<file path="config.mk">
export PLATFORM = sky130hd
export DESIGN_NAME = sync_mc_ramif_fifo_flat
export DESIGN_NICKNAME = d
export VERILOG_FILES = /design/src/rtl/sync_mc_ramif_fifo_pkg.sv /design/src/rtl/sync_mc_ramif_fifo_if.sv /design/src/rtl/sync_mc_ramif_fifo_chan_ctrl.sv /design/src/rtl/sync_mc_ramif_fifo.sv /design/src/flat_wrapper.sv
export SDC_FILE = /design/constraint.sdc
export NUM_CORES = 1
export LEC_CHECK = 0
export BUFFER_PORTS_ARGS = -buffer_cell sky130_fd_sc_hd__buf_4
export CORE_UTILIZATION = 40
export CTS_CLUSTER_DIAMETER = 30
export CTS_CLUSTER_SIZE = 16
export DETAILED_ROUTE_END_ITERATION = 12
export PLACE_DENSITY = 0.66
export SETUP_SLACK_MARGIN = 0.4
export SYNTH_ARGS = -nofsm -noshare
export SYNTH_HDL_FRONTEND = slang
export SYNTH_HIERARCHICAL = 1
export SYNTH_SLANG_ARGS = --single-unit
</file>
<file path="constraint.sdc">
create_clock -name clk -period 4.5 [get_ports clk]
set_clock_uncertainty 0.15 [all_clocks]
set_input_delay 1.125 -clock clk [delete_from_list [all_inputs] [get_ports clk]]
set_output_delay 1.125 -clock clk [all_outputs]
set_load 0.02 [all_outputs]
</file>
<file path="src/rtl/sync_mc_ramif_fifo_pkg.sv">
// ----------------------------------------------------------------------------
// sync_mc_fifo_pkg
// Shared helpers for the single-clock multi-channel RAM-interfaced FIFO.
//   chw_f       : channel-select width for a given channel count (minimum 1)
//   level_lsb_f : LSB position of one channel's slice in the packed level bus
// ----------------------------------------------------------------------------
package sync_mc_fifo_pkg;

   function automatic int chw_f(input int nch);
      return (nch <= 1) ? 1 : $clog2(nch);
   endfunction

   function automatic int level_lsb_f(input int ch, input int asize);
      return ch * (asize + 1);
   endfunction

endpackage

</file>
<file path="src/rtl/sync_mc_ramif_fifo_if.sv">
// ----------------------------------------------------------------------------
// sync_mc_ramif_fifo_if
// Producer/consumer handshake of the multi-channel FIFO.
//   winc/wch/wdata        : write request, target channel, data
//   rinc/rch              : read request, source channel
//   rdata/rvalid/rvalid_ch: read data, its valid strobe and channel
// master = traffic generator side, slave = FIFO controller side.
// ----------------------------------------------------------------------------
interface sync_mc_ramif_fifo_if #(
   parameter int DSIZE = 8,
   parameter int CHW   = 1
);
   logic             winc;
   logic [CHW-1:0]   wch;
   logic [DSIZE-1:0] wdata;
   logic             rinc;
   logic [CHW-1:0]   rch;
   logic [DSIZE-1:0] rdata;
   logic             rvalid;
   logic [CHW-1:0]   rvalid_ch;

   modport master (
      output winc, wch, wdata, rinc, rch,
      input  rdata, rvalid, rvalid_ch
   );

   modport slave (
      input  winc, wch, wdata, rinc, rch,
      output rdata, rvalid, rvalid_ch
   );
endinterface

</file>
<file path="src/rtl/sync_mc_ramif_fifo_chan_ctrl.sv">
// ----------------------------------------------------------------------------
// mc_fifo_chan_ctrl
// Book-keeping for one FIFO channel: pointers, occupancy, status, sticky errors.
//   wr_req/rd_req   : request already decoded for this channel
//   flush           : clears pointers/occupancy, swallows same-cycle requests
//   err_clr         : clears ovf/udf, wins over a same-cycle set
//   wr_acc/rd_acc   : combinational accept strobes (drive the RAM enables)
//   wptr/rptr/cnt   : current pointers and occupancy
//   full..aempty    : status decoded from occupancy
//   ovf/udf         : sticky overflow/underflow flags
// ----------------------------------------------------------------------------
module mc_fifo_chan_ctrl
   import sync_mc_fifo_pkg::*;
#(
   parameter int ASIZE     = 4,
   parameter int AFULL_TH  = 2,
   parameter int AEMPTY_TH = 2
) (
   input  logic             clk,
   input  logic             rst_n,
   input  logic             wr_req,
   input  logic             rd_req,
   input  logic             flush,
   input  logic             err_clr,
   output logic             wr_acc,
   output logic             rd_acc,
   output logic [ASIZE-1:0] wptr,
   output logic [ASIZE-1:0] rptr,
   output logic [ASIZE:0]   cnt,
   output logic             full,
   output logic             afull,
   output logic             empty,
   output logic             aempty,
   output logic             ovf,
   output logic             udf
);
   localparam int             DEPTH      = 1 << ASIZE;
   localparam logic [ASIZE:0] FULL_LVL   = (ASIZE+1)'(DEPTH);
   localparam logic [ASIZE:0] AFULL_LVL  = (ASIZE+1)'(DEPTH - AFULL_TH);
   localparam logic [ASIZE:0] AEMPTY_LVL = (ASIZE+1)'(AEMPTY_TH);

   logic [ASIZE-1:0] wptr_d, wptr_q, rptr_d, rptr_q;
   logic [ASIZE:0]   cnt_d, cnt_q;
   logic             full_d, full_q, afull_d, afull_q;
   logic             empty_d, empty_q, aempty_d, aempty_q;
   logic             ovf_d, ovf_q, udf_d, udf_q;

   // Accept decision, next pointer/occupancy/error state and status decode
   always_comb begin
      wr_acc = wr_req & ~full_q & ~flush;
      rd_acc = rd_req & ~empty_q & ~flush;
      wptr_d = wptr_q;
      rptr_d = rptr_q;
      cnt_d  = cnt_q;
      ovf_d  = ovf_q;
      udf_d  = udf_q;

      if (flush) begin
         wptr_d = {ASIZE{1'b0}};
         rptr_d = {ASIZE{1'b0}};
         cnt_d  = {(ASIZE+1){1'b0}};
      end else begin
         if (wr_acc) wptr_d = wptr_q + ASIZE'(1);
         else        wptr_d = wptr_q;
         if (rd_acc) rptr_d = rptr_q + ASIZE'(1);
         else        rptr_d = rptr_q;
         case ({wr_acc, rd_acc})
            2'b10:   cnt_d = cnt_q + (ASIZE+1)'(1);
            2'b01:   cnt_d = cnt_q - (ASIZE+1)'(1);
            default: cnt_d = cnt_q;
         endcase
      end

      // A request swallowed by flush is not an error
      if (err_clr) begin
         ovf_d = 1'b0;
         udf_d = 1'b0;
      end else begin
         ovf_d = ovf_q | (wr_req & full_q & ~flush);
         udf_d = udf_q | (rd_req & empty_q & ~flush);
      end

      // Status flops are loaded from next occupancy so they track cnt_q exactly
      full_d   = (cnt_d == FULL_LVL);
      empty_d  = (cnt_d == {(ASIZE+1){1'b0}});
      afull_d  = (cnt_d >= AFULL_LVL);
      aempty_d = (cnt_d <= AEMPTY_LVL);
   end

   // Channel state register with synchronous active-low reset
   always_ff @(posedge clk) begin
      if (!rst_n) begin
         wptr_q   <= {ASIZE{1'b0}};
         rptr_q   <= {ASIZE{1'b0}};
         cnt_q    <= {(ASIZE+1){1'b0}};
         full_q   <= 1'b0;
         afull_q  <= 1'b0;
         empty_q  <= 1'b1;
         aempty_q <= 1'b1;
         ovf_q    <= 1'b0;
         udf_q    <= 1'b0;
      end else begin
         wptr_q   <= wptr_d;
         rptr_q   <= rptr_d;
         cnt_q    <= cnt_d;
         full_q   <= full_d;
         afull_q  <= afull_d;
         empty_q  <= empty_d;
         aempty_q <= aempty_d;
         ovf_q    <= ovf_d;
         udf_q    <= udf_d;
      end
   end

   assign wptr   = wptr_q;
   assign rptr   = rptr_q;
   assign cnt    = cnt_q;
   assign full   = full_q;
   assign afull  = afull_q;
   assign empty  = empty_q;
   assign aempty = aempty_q;
   assign ovf    = ovf_q;
   assign udf    = udf_q;
endmodule

</file>
<file path="src/rtl/sync_mc_ramif_fifo.sv">
// ----------------------------------------------------------------------------
// sync_mc_ramif_fifo
// NCH independent FIFOs sharing one external simple dual-port RAM; channel c
// owns RAM addresses {c, 0..2^ASIZE-1}.
//   clk, rst_n          : clock, synchronous active-low reset
//   bus (slave)         : write/read requests and read response
//   flush, err_clr      : per-channel flush, global error clear
//   full/afull/empty/aempty/level/ovf/udf : per-channel status
//   o_ram_* / i_ram_rdata : RAM port (read data registered, 1-cycle latency)
// ----------------------------------------------------------------------------
module sync_mc_ramif_fifo
   import sync_mc_fifo_pkg::*;
#(
   parameter int DSIZE     = 8,
   parameter int ASIZE     = 4,
   parameter int NCH       = 2,
   parameter int CHW       = chw_f(NCH),
   parameter int AFULL_TH  = 2,
   parameter int AEMPTY_TH = 2
) (
   input  logic                      clk,
   input  logic                      rst_n,
   sync_mc_ramif_fifo_if.slave       bus,
   input  logic [NCH-1:0]            flush,
   input  logic                      err_clr,
   output logic [NCH-1:0]            full,
   output logic [NCH-1:0]            afull,
   output logic [NCH-1:0]            empty,
   output logic [NCH-1:0]            aempty,
   output logic [NCH*(ASIZE+1)-1:0]  level,
   output logic [NCH-1:0]            ovf,
   output logic [NCH-1:0]            udf,
   output logic [CHW+ASIZE-1:0]      o_ram_waddr,
   output logic [DSIZE-1:0]          o_ram_wdata,
   output logic                      o_ram_winc,
   output logic [CHW+ASIZE-1:0]      o_ram_raddr,
   output logic                      o_ram_rinc,
   input  logic [DSIZE-1:0]          i_ram_rdata
);
   logic [NCH-1:0]   wr_req_s, rd_req_s, wr_acc_s, rd_acc_s;
   logic [ASIZE-1:0] wptr_s [NCH];
   logic [ASIZE-1:0] rptr_s [NCH];
   logic [ASIZE:0]   cnt_s  [NCH];
   logic [ASIZE-1:0] wptr_sel_s, rptr_sel_s;
   logic             rvalid_d, rvalid_q;
   logic [CHW-1:0]   rvalid_ch_d, rvalid_ch_q;

   // Out-of-range channel numbers match no channel, so they are silently ignored
   for (genvar c = 0; c < NCH; c++) begin : g_ch
      assign wr_req_s[c] = bus.winc & (bus.wch == CHW'(c));
      assign rd_req_s[c] = bus.rinc & (bus.rch == CHW'(c));

      mc_fifo_chan_ctrl #(
         .ASIZE     (ASIZE),
         .AFULL_TH  (AFULL_TH),
         .AEMPTY_TH (AEMPTY_TH)
      ) u_chan (
         .clk     (clk),
         .rst_n   (rst_n),
         .wr_req  (wr_req_s[c]),
         .rd_req  (rd_req_s[c]),
         .flush   (flush[c]),
         .err_clr (err_clr),
         .wr_acc  (wr_acc_s[c]),
         .rd_acc  (rd_acc_s[c]),
         .wptr    (wptr_s[c]),
         .rptr    (rptr_s[c]),
         .cnt     (cnt_s[c]),
         .full    (full[c]),
         .afull   (afull[c]),
         .empty   (empty[c]),
         .aempty  (aempty[c]),
         .ovf     (ovf[c]),
         .udf     (udf[c])
      );

      assign level[level_lsb_f(c, ASIZE) +: ASIZE+1] = cnt_s[c];
   end

   // AND-OR pointer select avoids indexing past NCH for unused channel codes
   always_comb begin
      wptr_sel_s = {ASIZE{1'b0}};
      rptr_sel_s = {ASIZE{1'b0}};
      for (int c = 0; c < NCH; c++) begin
         wptr_sel_s = wptr_sel_s | (wptr_s[c] & {ASIZE{bus.wch == CHW'(c)}});
         rptr_sel_s = rptr_sel_s | (rptr_s[c] & {ASIZE{bus.rch == CHW'(c)}});
      end
   end

   assign o_ram_winc  = |wr_acc_s;
   assign o_ram_waddr = {bus.wch, wptr_sel_s};
   assign o_ram_wdata = bus.wdata;
   assign o_ram_rinc  = |rd_acc_s;
   assign o_ram_raddr = {bus.rch, rptr_sel_s};

   // Read response tag follows the RAM's one-cycle read latency
   always_comb begin
      rvalid_d    = |rd_acc_s;
      rvalid_ch_d = bus.rch;
   end

   // Read response pipeline register; reset discards any in-flight read
   always_ff @(posedge clk) begin
      if (!rst_n) begin
         rvalid_q    <= 1'b0;
         rvalid_ch_q <= {CHW{1'b0}};
      end else begin
         rvalid_q    <= rvalid_d;
         rvalid_ch_q <= rvalid_ch_d;
      end
   end

   assign bus.rvalid    = rvalid_q;
   assign bus.rvalid_ch = rvalid_ch_q;
   assign bus.rdata     = i_ram_rdata;
endmodule

</file>
<file path="src/flat_wrapper.sv">
// flat-port wrapper written by rule: the top's interface ports become plain ports
module sync_mc_ramif_fifo_flat import sync_mc_fifo_pkg::*;
#(
   parameter int DSIZE     = 8,
   parameter int ASIZE     = 4,
   parameter int NCH       = 2,
   parameter int CHW       = chw_f(NCH),
   parameter int AFULL_TH  = 2,
   parameter int AEMPTY_TH = 2
)
  (clk, rst_n, flush, err_clr, full, afull, empty, aempty, level, ovf, udf, o_ram_waddr, o_ram_wdata, o_ram_winc, o_ram_raddr, o_ram_rinc, i_ram_rdata, bus_winc, bus_wch, bus_wdata, bus_rinc, bus_rch, bus_rdata, bus_rvalid, bus_rvalid_ch);
  sync_mc_ramif_fifo_if #(.DSIZE(DSIZE), .CHW(CHW)) bus_i ();
  input  logic clk;
  input  logic rst_n;
  input  logic [NCH-1:0] flush;
  input  logic err_clr;
  output logic [NCH-1:0] full;
  output logic [NCH-1:0] afull;
  output logic [NCH-1:0] empty;
  output logic [NCH-1:0] aempty;
  output logic [NCH*(ASIZE+1)-1:0] level;
  output logic [NCH-1:0] ovf;
  output logic [NCH-1:0] udf;
  output logic [CHW+ASIZE-1:0] o_ram_waddr;
  output logic [DSIZE-1:0] o_ram_wdata;
  output logic o_ram_winc;
  output logic [CHW+ASIZE-1:0] o_ram_raddr;
  output logic o_ram_rinc;
  input  logic [DSIZE-1:0] i_ram_rdata;
  input wire logic [$bits(bus_i.winc)-1:0] bus_winc;
  input wire logic [$bits(bus_i.wch)-1:0] bus_wch;
  input wire logic [$bits(bus_i.wdata)-1:0] bus_wdata;
  input wire logic [$bits(bus_i.rinc)-1:0] bus_rinc;
  input wire logic [$bits(bus_i.rch)-1:0] bus_rch;
  output wire logic [$bits(bus_i.rdata)-1:0] bus_rdata;
  output wire logic [$bits(bus_i.rvalid)-1:0] bus_rvalid;
  output wire logic [$bits(bus_i.rvalid_ch)-1:0] bus_rvalid_ch;
  assign bus_i.winc = bus_winc;
  assign bus_i.wch = bus_wch;
  assign bus_i.wdata = bus_wdata;
  assign bus_i.rinc = bus_rinc;
  assign bus_i.rch = bus_rch;
  assign bus_rdata = bus_i.rdata;
  assign bus_rvalid = bus_i.rvalid;
  assign bus_rvalid_ch = bus_i.rvalid_ch;
  sync_mc_ramif_fifo #(.DSIZE(DSIZE), .ASIZE(ASIZE), .NCH(NCH), .CHW(CHW), .AFULL_TH(AFULL_TH), .AEMPTY_TH(AEMPTY_TH)) u_core (.clk(clk), .rst_n(rst_n), .bus(bus_i), .flush(flush), .err_clr(err_clr), .full(full), .afull(afull), .empty(empty), .aempty(aempty), .level(level), .ovf(ovf), .udf(udf), .o_ram_waddr(o_ram_waddr), .o_ram_wdata(o_ram_wdata), .o_ram_winc(o_ram_winc), .o_ram_raddr(o_ram_raddr), .o_ram_rinc(o_ram_rinc), .i_ram_rdata(i_ram_rdata));
endmodule
</file>
* After elaboration in Yosys (flattened, before gate mapping)
Cells that the tools add are included.
Word-level totals: register bits 40, input bits 25, output and inout port bits 52, logic and storage cells 88
Operators by class: $add $sub $neg 8, magnitude comparators 4, eq/ne operators 6, mux-type cells 4, bitwise logic cells 39, reductions and logical operators 7
Operator list (count):
- $and A1 B1 Y1 | 20
- $pmux W5 S2 | 2
- $add A4 B1 Y4 const B | 4
- $and A4 B4 Y4 | 4
- $add A5 B1 Y5 const B | 2
- $eq A5 B5 Y1 const B | 2
- $ge A5 B4 Y1 const B | 2
- $le A5 B2 Y1 const B | 2
- $logic_not A5 Y1 | 2
- $mux W5 | 2
- $reduce_or A2 Y1 | 5
- $sub A5 B1 Y5 const B | 2
- $not A1 Y1 | 9
- $or A4 B4 Y4 | 2
- $eq A2 B1 Y1 const B | 2
- $eq A2 B2 Y1 const B | 2
- $or A1 B1 Y1 | 4

* Depth between registers and ports, before layout
Gate-level depths: netlist (run 1).
word-level depth 8, gate-level depth with buffers 11

* Modules after synthesis
The synthesis (run 1) kept the hierarchy.
Modules (own cells, without submodules):
- mc_fifo_chan_ctrl | instances 2, cells an instance 107, area an instance 950.9 um2, sequential area each 380.4 um2
- sync_mc_ramif_fifo | instances 1, cells an instance 36, area an instance 321.6 um2, sequential area each 40.0 um2

* Least setup slack after synthesis (run 1)
No wires, ideal clock.
kind input-to-reg, start point input bus_rch, end point register u_core.g_ch[0].u_chan.aempty_q, setup time 0.087 ns, data arrival time 3.341 ns, data required time 4.263 ns, path slack 0.922 ns, cell stages on the path 11, path through and2b_2 or3b_4 nor2_4 xor2_1 ha_1 a21oi_1 nor2b_1 a21oi_1 mux2_2 or2_4 o31ai_1
On the way: cells in the longest elaborated chain, start to end 8, elaborated cells on any way between the ends 9, classes of those cells order compare (1); eq/ne (2); mux (2); bitwise (4)
Ends and longest elaborated chain:
- start: declaration | RTL line flat_wrapper.sv:34 | input wire logic [$bits(bus_i.rch)-1:0] bus_rch;
- $not A1 Y1 (*) | RTL line sync_mc_ramif_fifo.sv:51 | assign rd_req_s[c] = bus.rinc & (bus.rch == CHW'(c));
- $and A1 B1 Y1 (*) | RTL line sync_mc_ramif_fifo.sv:51
- $and A1 B1 Y1 (*) (2 in a row) | RTL line sync_mc_ramif_fifo_chan_ctrl.sv:51 | rd_acc = rd_req & ~empty_q & ~flush;
- $eq A2 B1 Y1 or $eq A2 B2 Y1 (tied branches) | RTL line sync_mc_ramif_fifo_chan_ctrl.sv:67 | case ({wr_acc, rd_acc})
- $pmux W5 S2 (*) | RTL line sync_mc_ramif_fifo_chan_ctrl.sv:67
- $mux W5 (*) | RTL line sync_mc_ramif_fifo_chan_ctrl.sv:58 | if (flush) begin
- $le A5 B2 Y1 (*) | RTL line sync_mc_ramif_fifo_chan_ctrl.sv:87 | aempty_d = (cnt_d <= AEMPTY_LVL);
- end signal: assignment | RTL line sync_mc_ramif_fifo_chan_ctrl.sv:109 | aempty_q <= aempty_d;
- end: declaration | RTL line sync_mc_ramif_fifo_chan_ctrl.sv:45 | logic empty_d, empty_q, aempty_d, aempty_q;
Mark *: on every way between the ends. The rest lies on a longest branch, timed or not. A chain may end at the register's enable or synchronous reset.

* Worst setup path in the final report (run 1)
start point input bus_wch, end point register u_core.g_ch[0].u_chan.aempty_q
On the way: cells in the longest elaborated chain, start to end 8, elaborated cells on any way between the ends 9, classes of those cells order compare (1); eq/ne (2); mux (2); bitwise (4)
Ends and longest elaborated chain:
- start: declaration | RTL line flat_wrapper.sv:31 | input wire logic [$bits(bus_i.wch)-1:0] bus_wch;
- $not A1 Y1 (*) | RTL line sync_mc_ramif_fifo.sv:50 | assign wr_req_s[c] = bus.winc & (bus.wch == CHW'(c));
- $and A1 B1 Y1 (*) | RTL line sync_mc_ramif_fifo.sv:50
- named net u_core.wr_req_s[0] | RTL line sync_mc_ramif_fifo.sv:40 | logic [NCH-1:0] wr_req_s, rd_req_s, wr_acc_s, rd_acc_s;
- $and A1 B1 Y1 (*) (2 in a row) | RTL line sync_mc_ramif_fifo_chan_ctrl.sv:50 | wr_acc = wr_req & ~full_q & ~flush;
- named net u_core.wr_acc_s[0] | RTL line sync_mc_ramif_fifo.sv:40
- $eq A2 B1 Y1 or $eq A2 B2 Y1 (tied branches) | RTL line sync_mc_ramif_fifo_chan_ctrl.sv:67
- $pmux W5 S2 (*) | RTL line sync_mc_ramif_fifo_chan_ctrl.sv:67
- $mux W5 (*) | RTL line sync_mc_ramif_fifo_chan_ctrl.sv:58
- $le A5 B2 Y1 (*) | RTL line sync_mc_ramif_fifo_chan_ctrl.sv:87
The timed path passes the listed nets; every way through them passes the cells marked *.

==> impl_metrics.env, run 1 <==
export IMPL_status="finished clean"
export IMPL_start_kind="primary input"
export IMPL_drtIter0Drc=58
export IMPL_hold_class="reg2reg"
export IMPL_path_class="in2reg"
export IMPL_seq_area_frac_synth_pct=36.02
export IMPL_slew_limit_headroom_pct=64.42
export IMPL_routabilityCongestion=0.8114
export IMPL_hold_depth=2
export IMPL_synth_fp_nets=283
export IMPL_finalCritPeriodShare_pct=83.69
export IMPL_num_nets_final=312
export IMPL_hpwl_mm=3.518
export IMPL_synth_common_cells="dfxtp_1, nor2_1, buf_4, nor2b_1"
export IMPL_dp_cells=342
export IMPL_fin_crit_ns=3.766
export IMPL_cts_sinks=40
export IMPL_floorplan_initialDensity_pct=42.45
export IMPL_critical_path_max_stage_delay_ns=0.51
export IMPL_clk_pin_slew_ns=0.08
export IMPL_io_pins=77
export IMPL_drc=0
export IMPL_ant_nets=0
export IMPL_syn_area_um2=2223
export IMPL_yosysUniqueCellTypes=37
export IMPL_synth_simple_area_share_pct=24.03
export IMPL_die_h_um=76.56
export IMPL_viasPerCell=5.106
export IMPL_cp_end_kind="register"
export IMPL_path_max_fanout=7
export IMPL_grt_util_all_layers_pct=16.60
export IMPL_peakVddDrop_mv=0.1118
export IMPL_finalSetupTns_ns=0
export IMPL_worst_endpoint_arrival_ns=3.80
export IMPL_drive_gt1_share_pct=29.39
export IMPL_clock_latency_ns=0.28
export IMPL_wl_per_cell_um=13.56
export IMPL_path_cells="buf_4 -> nor2b_1 -> nor3b_1 -> inv_1 -> ha_1 -> a21oi_1 -> a211oi_1 -> a21oi_1 -> mux2_2 -> or2_4 -> o31ai_1"
export IMPL_synthXorXnorAreaFrac_pct=7.091
export IMPL_multiInputGateArea_um2=1235
export IMPL_overflow=0
export IMPL_cts_resized=0
export IMPL_cts_root_buf="clkbuf_8"
export IMPL_synth_async_sr_flop_share_pct=0
export IMPL_syn_area_per_cell_um2=8.894
export IMPL_port_buffers=44
export IMPL_layout_cells_non_filler=349
export IMPL_vias=1782
export IMPL_antenna_found_initial=0
export IMPL_synth_edf_count=0
export IMPL_antennaDiodeCount=0
export IMPL_synthAdderAreaFrac_pct=4.502
export IMPL_cts_buffer_depth=2
export IMPL_tightest_slew_ns=0.5326
export IMPL_n_fill_cell=510
export IMPL_ys_flop_type="dfxtp_1"
export IMPL_crit_buf_inv=2
export IMPL_fin_util_pct=49.40
export IMPL_required_ns=4.54
export IMPL_maxCapViolations=0
export IMPL_postCtsSetupBuffers=0
export IMPL_min_to="u_core/g_ch[1].u_chan/wptr[1]"
export IMPL_maxSlewViolCount=0
export IMPL_area_growth_syn_to_layout_pct=16.38
export IMPL_synth_ff_latch_count=40
export IMPL_die_area_um2=5861
export IMPL_core_area_um2=5238
export IMPL_cts_buffers=5
export IMPL_worst_path_max_delay_cell="nor3b_1"
export IMPL_finalHoldViolations=0
export IMPL_yosysMostFrequentCell="dfxtp_1"
export IMPL_total_power_mw=0.6666
export IMPL_postCtsHoldBufs=0
export IMPL_synth_area_leader_cell="dfxtp_1"
export IMPL_whs_ns=0.3535
export IMPL_grt_pass1_wl_mm=7.893
export IMPL_tritoncts="built"
export IMPL_setup_viol=0
export IMPL_num_rows=26
export IMPL_fmax_mhz=265.5
export IMPL_synth_top_area_share_pct=36.02
export IMPL_syn_inst=250
export IMPL_synth_top_family_by_area="simple AND/OR/NAND/NOR gates"
export IMPL_yosys_top_cells_area="dfxtp_1, buf_4, mux2_2"
export IMPL_synth_compound_area_share_pct=10.69
export IMPL_wl_mm=4.732
export IMPL_power_density_nw_per_um2=257.6
export IMPL_r2r_start="u_core/g_ch[0].u_chan/full"
export IMPL_seq_area_um2=800.8
export IMPL_htreeDepth=2
export IMPL_min_from="u_core/g_ch[1].u_chan/wptr[1]"
export IMPL_path_delay_family="simple AND/OR/NAND/NOR gates"
export IMPL_timing_rr_end="u_core/g_ch[0].u_chan/aempty"
export IMPL_die_w_um=76.56
export IMPL_rsz0062_at_grt="no"
export IMPL_r2r_cells=9
export IMPL_synth_area_mux_share_pct=9.229
export IMPL_grt_pass1_vias=1647
export IMPL_first_pass_iters=4
export IMPL_ys_warnings_count=6
export IMPL_p_leak_nw=1.110
export IMPL_grt_max_degree=17
export IMPL_cp_common_cell="a21oi_1"
export IMPL_r2r_slack_ns=1.66
[how the worst max path moves through the flow]
stage / slack [ns] / endpoint / from / cells past startpoint
floorplan: 0.92 / u_core/g_ch[0].u_chan/aempty / bus_rch / 11
global placement: 0.39 / u_core/g_ch[0].u_chan/aempty / bus_wch / 11
detailed placement: 0.46 / u_core/g_ch[0].u_chan/full / bus_wch / 11
CTS: 0.72 / u_core/g_ch[0].u_chan/aempty / bus_wch / 11
global route: 0.42 / u_core/g_ch[0].u_chan/aempty / bus_wch / 11
finish: 0.73 / u_core/g_ch[0].u_chan/aempty / bus_wch / 11
[sequential cells by signal, summed over array words and instances, names as in the netlist]
register                   count
u_core/g_ch.u_chan/cnt        10
u_core/g_ch.u_chan/rptr        8
u_core/g_ch.u_chan/wptr        8
u_core/g_ch.u_chan/aempty      2
u_core/g_ch.u_chan/afull       2
u_core/g_ch.u_chan/empty       2
u_core/g_ch.u_chan/full        2
u_core/g_ch.u_chan/ovf         2
u_core/g_ch.u_chan/udf         2
u_core/bus.rvalid              1
u_core/bus.rvalid_ch           1
[area by class of cell]
| class | count | share of cell area [%] |
|---|---|---|
| clock buffers | 7 | 3.723 |
| well taps | 70 | 3.385 |
| repair buffers | 44 | 12.77 |
| flip-flops and latches | 40 | 30.95 |
| multi-input cells | 178 | 47.73 |
| inverters | 10 | 1.451 |
[layout by cell type, fill, tap and decap left out, types with 5 or more instances in the layout]
cell	n
a21oi_1	12
a31oi_1	8
and2_1	5
buf_4	44
clkbuf_8	7
dfxtp_1	40
ha_1	8
inv_1	8
mux2_2	12
nand2_1	12
nand4_1	6
nor2_1	30
nor2b_1	15
xnor2_1	6
xor2_1	12
[report_power, final]
| part | switching [mW] | internal (mW) | leakage [nW] |
|---|---|---|---|
| Clock | 0.116 | 0.137 | 0.0503 |
| Combinational | 0.0320 | 0.0223 | 0.737 |
| Sequential | 0.00305 | 0.357 | 0.323 |
| Total | 0.151 | 0.516 | 1.11 |
[metal layers]
layer / vias to the layer above / share of wire, % / GRT usage (%)
met5: - / 0 / 0
met3: 13 / 4.1 / 2.635
met1: 834 / 49 / 22.51
met2: 37 / 45 / 26.40
met4: 0 / 1.8 / 6.154
li1: 898 / - / -
[metrics by stage]
stage               area, um^2  worst slack, ns
global route              2587           0.4204
CTS                       2587           0.7192
finish                    2587           0.7339
detailed placement        2491           0.4551
global placement          2491           0.3915
floorplan                 2223           0.9218
[tightest hold or removal path, cell delays in order (launching register included)]
cell,delay (ns)
dfxtp_1,0.34
nand2_1,0.06
a21oi_1,0.06
[kinds of logic after synthesis]
family / after synthesis
simple gates: 97
flops: 40
compound gates: 37
buf+inv: 32
xor+xnor: 18
mux: 18
fa+ha+maj: 8
(Power assumes the default switching activity.)
==> inputs of run 2 (changes only) <==
Clock period 4.5 ns to 3.78 ns, I/O delays scaled along.
==> run 2 against run 1 <==
Against the previous run:
- setup slack worse by 0.28 ns
- critical path type unchanged
- global-route usage is 1.1 points higher
- cell count is 2.9% higher
- core utilization is 2.5 points higher
- critical endpoint unchanged
==> impl_metrics.env, run 2 (synthesis results as in run 1) <==
export IMPL_status="finished clean"
export IMPL_grt_util_all_layers_pct=17.72
export IMPL_routabilityCongestion=0.8166
export IMPL_drtIter0Drc=95
export IMPL_n_fill_cell=491
export IMPL_core_area_um2=5238
export IMPL_die_h_um=76.56
export IMPL_overflow=0
export IMPL_multiInputGateArea_um2=1289
export IMPL_clock_latency_ns=0.29
export IMPL_power_switching_mw=0.1911
export IMPL_grt_pass1_wl_mm=8.349
export IMPL_wl_mm=5.080
export IMPL_tritoncts="built"
export IMPL_final_cell_mix="buf_4, dfxtp_1, nor2_1"
export IMPL_cts_sinks=40
export IMPL_port_buffers=44
export IMPL_clock_power_share_pct=40.6
export IMPL_total_power_mw=0.8423
export IMPL_viasPerCell=5.203
export IMPL_num_nets_final=321
export IMPL_r2r_cells=10
export IMPL_maxCapViolations=0
export IMPL_grt_max_degree=17
export IMPL_r2r_slack_ns=1.04
export IMPL_floorplan_initialDensity_pct=42.45
export IMPL_drc=0
export IMPL_slew_limit_headroom_pct=67.97
export IMPL_ant_nets=0
export IMPL_setup_viol=0
export IMPL_grt_pass1_vias=1780
export IMPL_path_class="in2reg"
export IMPL_drive_gt1_share_pct=35.29
export IMPL_path_max_fanout=4
export IMPL_hold_class="reg2reg"
export IMPL_vias=1868
export IMPL_rsz0062_at_grt="yes"
export IMPL_r2r_start="u_core/g_ch[1].u_chan/empty"
export IMPL_seqPwrFrac_pct=50.8
export IMPL_switching_share_pct=22.68
export IMPL_antenna_found_initial=0
export IMPL_p_leak_nw=1.164
export IMPL_pwr_share_comb_pct=8.6
export IMPL_tightest_slew_ns=0.4793
export IMPL_p_int_mw=0.6513
export IMPL_dpl_instance_area_um2=2529
export IMPL_design_area_um2=2720
export IMPL_cts_root_buf="clkbuf_8"
export IMPL_seq_area_um2=800.8
export IMPL_timing_rr_end="u_core/g_ch[1].u_chan/aempty"
export IMPL_postCtsHoldBufs=0
export IMPL_required_ns=3.84
export IMPL_area_growth_syn_to_layout_pct=22.34
export IMPL_peakVddDrop_mv=0.1523
export IMPL_antennaDiodeCount=0
export IMPL_cp_end_kind="register"
export IMPL_io_pins=77
export IMPL_min_from="u_core/g_ch[0].u_chan/ovf"
export IMPL_finalHoldViolations=0
export IMPL_worst_endpoint_arrival_ns=3.39
export IMPL_die_area_um2=5861
export IMPL_fmax_mhz=300.4
export IMPL_whs_ns=0.3469
export IMPL_maxSlewViolCount=0
export IMPL_power_density_nw_per_um2=309.7
export IMPL_start_kind="primary input"
export IMPL_hpwl_mm=3.659
export IMPL_num_rows=26
export IMPL_first_pass_iters=4
export IMPL_cts_buffer_depth=2
export IMPL_critical_path_startpoint="bus_rch"
export IMPL_htreeDepth=2
export IMPL_fin_crit_ns=3.329
export IMPL_largest_reg_flops=10
export IMPL_endpoint="u_core/g_ch[0].u_chan/aempty"
export IMPL_finalSetupTns_ns=0
export IMPL_die_w_um=76.56
export IMPL_cts_buffers=5
export IMPL_wl_per_cell_um=14.15
export IMPL_finalCritPeriodShare_pct=88.07
export IMPL_final_common_cell="buf_4"
export IMPL_clk_pin_slew_ns=0.07
[run 2: layout make-up]
class | count | area share (%)
multi-input combinational | 178 | 47.38
tap | 70 | 3.220
clock buffer | 6 | 2.668
inverter | 10 | 1.380
clock inverter | 2 | 1.288
timing repair buffer | 53 | 14.63
sequential | 40 | 29.44
[run 2: per-layer routing]
layer | GRT usage, % | part of all wire, % | up-vias
li1 | - | - | 920
met1 | 23.18 | 48 | 901
met2 | 28.29 | 46 | 38
met3 | 3.952 | 4.9 | 9
met4 | 6.731 | 1.4 | 0
met5 | 0 | 0 | -
[run 2: worst min-delay path by stage]
stage                               endpoint  slack, ns  cells past startpoint
6_report           u_core/g_ch[0].u_chan/ovf       0.35                      2
5_1_grt            u_core/g_ch[0].u_chan/ovf       0.37                      2
4_1_cts        u_core/g_ch[1].u_chan/wptr[1]       0.35                      2
3_5_place_dp       u_core/g_ch[0].u_chan/ovf       0.32                      2
3_3_place_gp       u_core/g_ch[0].u_chan/ovf       0.33                      2
2_1_floorplan  u_core/g_ch[1].u_chan/wptr[1]       0.31                      2
[run 2: stage by stage]
stage	setup slack, ns	utilization (%)	std cells
after detailed placement	0.1138	48.28	347
final	0.4509	51.93	359
after global placement	0.1726	48.28	347
after global routing	0.3889	51.93	359
after CTS	0.4047	50.53	355
after floorplan	0.4057	-	250
[run 2: repair_timing]
item	CTS	global route
resized for setup	2	11
buffers inserted	0	4
endpoints found under the setup margin	1	6
pin swaps	0	4
[run 2: worst max-delay path: stages]
cell and delay, ns:
buf_4 0.12, and2b_2 0.21, or3b_4 0.41, nor2_4 0.15
xor2_1 0.17, ha_2 0.20, a21oi_2 0.05, nor2b_2 0.18
a21oi_2 0.14, mux2_4 0.32, or2_4 0.25, o31ai_2 0.23
[run 2: power by group through the flow]
stage | sequential [mW] | combinational [mW] | clock (mW)
after detailed placement | 0.438 | 0.0692 | 0
after floorplan | 0.440 | 0.0625 | 0
final | 0.428 | 0.0722 | 0.342
after global routing | 0.429 | 0.0787 | 0.366
after CTS | 0.428 | 0.0697 | 0.346
after global placement | 0.438 | 0.0686 | 0
